File: config.mk
export PLATFORM = sky130hd
export DESIGN_NAME = rr_arb_mux
export DESIGN_NICKNAME = d
export VERILOG_FILES = /design/src/rtl/rr_arb_mux_pkg.sv /design/src/rtl/rr_arb_mux_pick.sv /design/src/rtl/rr_arb_mux.sv
export SDC_FILE = /design/constraint.sdc
export NUM_CORES = 1
export LEC_CHECK = 0
export CORE_ASPECT_RATIO = 0.9
export CORE_UTILIZATION = 35
export CTS_BUF_LIST = sky130_fd_sc_hd__clkbuf_4
export DETAILED_ROUTE_END_ITERATION = 10
export GPL_TIMING_DRIVEN = 0
export PLACE_DENSITY = 0.74
export SETUP_SLACK_MARGIN = 0.1
export SYNTH_ARGS = -nofsm -noshare
export SYNTH_HDL_FRONTEND = slang
export SYNTH_SLANG_ARGS = --single-unit
export TNS_END_PERCENT = 5
File: constraint.sdc
create_clock -name clk -period 7.2 [get_ports clk]
set_clock_uncertainty 0.1 [all_clocks]
set_input_delay 1.08 -clock clk [delete_from_list [all_inputs] [get_ports clk]]
set_output_delay 1.08 -clock clk [all_outputs]
set_load 0.05 [all_outputs]
File: src/rtl/rr_arb_mux_pkg.sv
// Shared definitions for the round-robin / fixed-priority packet arbiter mux:
// lock-FSM state encodings, arbitration mode names and a select-width helper.
package rr_arb_mux_pkg;

    localparam logic [0:0] ARB_IDLE = 1'b0;
    localparam logic [0:0] ARB_LOCK = 1'b1;

    localparam string MODE_RR    = "RR";
    localparam string MODE_FIXED = "FIXED";

    // Width of a binary lane index; a single lane still needs one bit.
    function automatic int arb_clog2(input int n);
        return (n > 1) ? $clog2(n) : 1;
    endfunction

endpackage

File: src/rtl/rr_arb_mux_pick.sv
// Rotating-priority one-hot picker: the first req at or above the one-hot ptr,
// wrapping to index 0, found with a double-width masked lowest-set-bit search.
module rr_pick #(
    parameter int N = 4
) (
    input  logic [N-1:0] req,
    input  logic [N-1:0] ptr,
    output logic [N-1:0] gnt,
    output logic         any
);

    localparam logic [2*N-1:0] ONE = 1;

    logic [2*N-1:0] dreq;
    logic [2*N-1:0] mask;
    logic [2*N-1:0] masked;
    logic [2*N-1:0] first;

    // Lower copy keeps only lanes >= ptr; upper copy supplies the wrapped lanes.
    assign dreq   = {req, req};
    assign mask   = ~({{N{1'b0}}, ptr} - ONE);
    assign masked = dreq & mask;
    assign first  = masked & (~masked + ONE);
    assign gnt    = first[N-1:0] | first[2*N-1:N];
    assign any    = |req;

endmodule

File: src/rtl/rr_arb_mux.sv
// N-lane packet arbiter with rotating or fixed priority, per-packet lock,
// valid/ready flow control and a registered single-beat output stage.
module rr_arb_mux
    import rr_arb_mux_pkg::*;
#(
    parameter int    N     = 4,
    parameter int    WIDTH = 16,
    parameter string MODE  = MODE_RR,
    parameter int    SW    = arb_clog2(N)
) (
    input  logic             clk,
    input  logic             rst,
    input  logic [N-1:0]     req_valid,
    input  logic [N*WIDTH-1:0] req_data,
    input  logic [N-1:0]     req_last,
    output logic [N-1:0]     req_ready,
    output logic             out_valid,
    output logic [WIDTH-1:0] out_data,
    output logic [SW-1:0]    out_src,
    output logic             out_last,
    input  logic             out_ready
);

    localparam bit IS_FIXED = (MODE == MODE_FIXED);

    logic [0:0]       state_reg;
    logic [N-1:0]     ptr_reg;
    logic [SW-1:0]    owner_reg;
    logic             out_valid_reg;
    logic [WIDTH-1:0] out_data_reg;
    logic [SW-1:0]    out_src_reg;
    logic             out_last_reg;

    logic             load;
    logic             accept;
    logic             pick_any;
    logic             sel_last;
    logic [N-1:0]     pick_ptr;
    logic [N-1:0]     pick_gnt;
    logic [N-1:0]     owner_oh;
    logic [N-1:0]     grant;
    logic [N-1:0]     ptr_next;
    logic [WIDTH-1:0] sel_data;
    logic [SW-1:0]    win_idx;
    logic [WIDTH-1:0] lane_data [N];

    assign load     = ~out_valid_reg | out_ready;
    assign pick_ptr = IS_FIXED ? N'(1) : ptr_reg;

    rr_pick #(.N(N)) u_pick (
        .req (req_valid),
        .ptr (pick_ptr),
        .gnt (pick_gnt),
        .any (pick_any)
    );

    genvar gi;
    generate
        for (gi = 0; gi < N; gi++) begin : g_lane
            assign owner_oh[gi]  = (owner_reg == SW'(gi));
            assign lane_data[gi] = {WIDTH{grant[gi]}} & req_data[gi*WIDTH +: WIDTH];
        end

        // A single lane has nothing to arbitrate, so the lock is transparent.
        if (N == 1) begin : g_single
            assign grant    = req_valid;
            assign ptr_next = ptr_reg;
        end else begin : g_multi
            assign grant    = (state_reg == ARB_LOCK) ? (req_valid & owner_oh)
                                                      : (pick_any ? pick_gnt : '0);
            assign ptr_next = {grant[N-2:0], grant[N-1]};
        end
    endgenerate

    assign req_ready = {N{load & ~rst}} & grant;
    assign accept    = |(req_valid & req_ready);
    assign sel_last  = |(grant & req_last);

    always_comb begin
        sel_data = '0;
        win_idx  = '0;
        for (int i = 0; i < N; i++) begin
            sel_data = sel_data | lane_data[i];
            if (grant[i]) begin
                win_idx = win_idx | SW'(i);
            end
        end
    end

    always_ff @(posedge clk or posedge rst) begin
        if (rst) begin
            out_valid_reg <= 1'b0;
            out_data_reg  <= '0;
            out_src_reg   <= '0;
            out_last_reg  <= 1'b0;
        end else if (accept) begin
            out_valid_reg <= 1'b1;
            out_data_reg  <= sel_data;
            out_src_reg   <= win_idx;
            out_last_reg  <= sel_last;
        end else if (out_ready) begin
            out_valid_reg <= 1'b0;
        end
    end

    // Lock is taken on a non-last beat and released only by the owner's last beat.
    always_ff @(posedge clk or posedge rst) begin
        if (rst) begin
            state_reg <= ARB_IDLE;
            ptr_reg   <= N'(1);
            owner_reg <= '0;
        end else if (accept) begin
            if (state_reg == ARB_IDLE && !sel_last) begin
                state_reg <= ARB_LOCK;
                owner_reg <= win_idx;
            end else if (state_reg == ARB_LOCK && sel_last) begin
                state_reg <= ARB_IDLE;
            end
            if (sel_last && !IS_FIXED) begin
                ptr_reg <= ptr_next;
            end
        end
    end

    assign out_valid = out_valid_reg;
    assign out_data  = out_data_reg;
    assign out_src   = out_src_reg;
    assign out_last  = out_last_reg;

endmodule
==> out/summary.txt, run 1 <==
CTS Hold Bufs: 0
final wirelength: 5.45 mm
Setup WS pre-CTS: 2.09 ns
die area: 0.00541 mm²
post-route ant nets: 0
slack of the worst reg-to-reg path: 3.61 ns
crit path kind: primary input to primary output
Post-Route Setup TNS: 0 ns
Critical Path Sink Type: primary output
most common library cells after synthesis: dfrtp_1, nand2_1, nand3_1
CTS tree: done
Final Hold Violating Endpoints: 0
Vias: 1,933
P&R area growth vs syn: 59.8%
IO Port Bufs: 96
clock sink total: 27
layout cell share with drive strength beyond 1: 0.103
pin count of the biggest net entering global routing: 28
count of final setup violators: 0
area fraction of the dominant cell type after synthesis: 0.363
via/cell ratio: 5.45
# fillers: 449
Reg clk slew, reported paths: 0.15 ns
vias in the first global route: 1,980
Setup Fix Bufs, Post-CTS: 0
most frequent cell after synthesis: dfrtp_1
Worst Max-Slew Pin Slew: 1.03 ns
Die Y-Extent: 69.9 µm
antenna violations before repair: 0
number of flip-flops in the largest register: 16
Critical R2R Launch: pick_ptr[0]
Critical Path RT: 6.02 ns
per-cell routed wire length: 15.4 µm
worst r2r dst: state_reg
# H-tree levels: 1
total power: 1250 µW
Ant. Diodes: 0
RSZ-0062 raised after global routing: false
Max Transition Viols Final: 0
Synth Flop Type: dfrtp_1
post-route clock period utilization: 0.712
crit path time final: 5.13 ns
Synthesis Warnings: 0
final worst slack: 2.07 ns
total CTS buffers: 3
HPWL Detailed: 4.21 mm
Net Count, Synth: 267
DRT iter0 DRCs: 134
DRC errors left: 0
Pleak: 0.00120 µW
area leader, netlist: dfrtp_1
Post-Place Cells: 351
Starting Density: 0.366
main area contributors after synthesis: dfrtp_1, mux2_2, a222oi_1
R2R cell count: 10
VDD IR max: 0.000223 V
Seq/Total Area, Yosys: 0.378
drt first pass iters: 6
first-pass GRT wire length: 9.25 mm
Post-synth EDFFs: 0
critical path launch point type: primary input
Post-synth ARST share: 1.00
clk buf depth: 2
syn_area_per_cell: 9.44 µm²
Netlist cell types: 45
CP Max Fanout: 10
hold wc startpoint: out_data[3]
result of the run: finished clean
total gr overflow: 0
core area: 0.00489 mm²
Hold Path Cell Cnt: 1
clk_lat worst skew: 0.33 ns
nets: 368
Core Rows: 24
slew margin rel.: 0.314
max_cap viols: 0
Total Routing Usage GR: 0.214
Worst Path Arrival: 3.95 ns
Cells after Synth: 190
synthesized flop and latch total: 27
Hold WC Path Type: flip-flop to flip-flop
clk root buf: clkbuf_4
Die X: 77.4 µm
Max Clk Rate: 0.195 GHz
Gates resized, CTS repair: 0
Syn Std Cell Area: 0.00179 mm²
I/O pin count: 99
Routability Congestion: 0.816
hold endpoint: out_data[3]
Pwr Density: 438 mW/mm²
fin cells: 355
==> worst max-delay path, stage by stage <==
cell	delay, ns
clkdlybuf4s50_1	0.49
nor4_1	0.27
nor3_1	0.09
o31ai_1	0.50
clkbuf_1	0.47
and2_1	0.23
clkdlybuf4s50_1	0.80
==> area by class of cell <==
type | instances | area (µm²) | area share
clock buffers | 4 | 30.0 | 0.0105
inverters | 12 | 45.0 | 0.0157
flip-flops and latches | 27 | 677 | 0.236
repair buffers | 96 | 961 | 0.335
multi-input cells | 138 | 1000 | 0.351
plain buffers | 13 | 66.3 | 0.0231
well taps | 65 | 81.3 | 0.0284
==> per-layer routing <==
layer / vias to the layer above / track usage / wire [µm]
li1: 934 / - / -
met1: 929 / 0.270 / 2350
met2: 65 / 0.355 / 2670
met3: 5 / 0.0523 / 375
met4: 0 / 0.0755 / 59
met5: - / 0 / 0
==> cell usage in the layout (no fill, tap or decap), types with 3 or more instances in the layout <==
master           count
nand3_1             17
clkdlybuf4s50_1     96
a222oi_1            16
o21ai_0             10
a21oi_1              4
dfrtp_1             26
clkbuf_1             8
mux2_1               4
nand2_1             23
and2_1               4
mux2_2              15
inv_1               12
nor3_1               3
clkbuf_4             4
nor2_1               5
==> where the power goes <==
group / internal [µW] / switching, µW / leakage (µW)
clock network: 25.5 / 46.8 / 0.0000184
registers: 223 / 51.9 / 0.000337
logic: 367 / 541 / 0.000842
==> metrics by stage <==
step                      hold WS (ns)  utilization  area (µm²)
final                            0.406        0.585        2870
after CTS                        0.415        0.585        2870
after global placement           0.371        0.579        2840
after detailed placement         0.381        0.579        2840
after floorplan                  0.412            -        1790
after global routing             0.442        0.585        2870
==> cell families after synthesis <==
kind of cell,synth area share
AND/OR/NAND/NOR,0.173
AO/OA/AOI/OAI,0.249
flip-flops,0.378
buffers and inverters,0.0621
multiplexers,0.119
adder cells (fa/ha/maj),0.0140
XOR/XNOR,0.00489
==> worst max path at each step <==
stage / from / end / slack (ns) / cells after the start
floorplan: req_valid[1] / req_ready[2] / 2.86 / 7
global placement: req_valid[2] / req_ready[3] / 2.07 / 6
detailed placement: req_valid[2] / req_ready[3] / 2.09 / 6
CTS: req_valid[2] / req_ready[3] / 2.08 / 6
global route: req_valid[2] / req_ready[3] / 1.87 / 7
finish: req_valid[2] / req_ready[3] / 2.07 / 7
No activity file was read; power rests on OpenSTA's default activity.
==> run 2, diff against run 1 <==
- clock period: 7.2 -> 5.35 ns (I/O delays scaled with it)
==> results of run 2 <==
Same layout as run 1 (identical final DEF). Status: finished clean.
Among the figures that moved: setup slack after placement 2.09 ns -> 0.799 ns; setup slack after layout 2.07 ns -> 0.550 ns; start point of the critical path req_valid[2] -> pick_ptr[0]; end point of the critical path req_ready[3] -> req_ready[2]; register-to-register setup slack 3.61 ns -> 1.76 ns; total power 1250 µW -> 1690 µW; worst IR drop on VDD 0.000223 V -> 0.000300 V
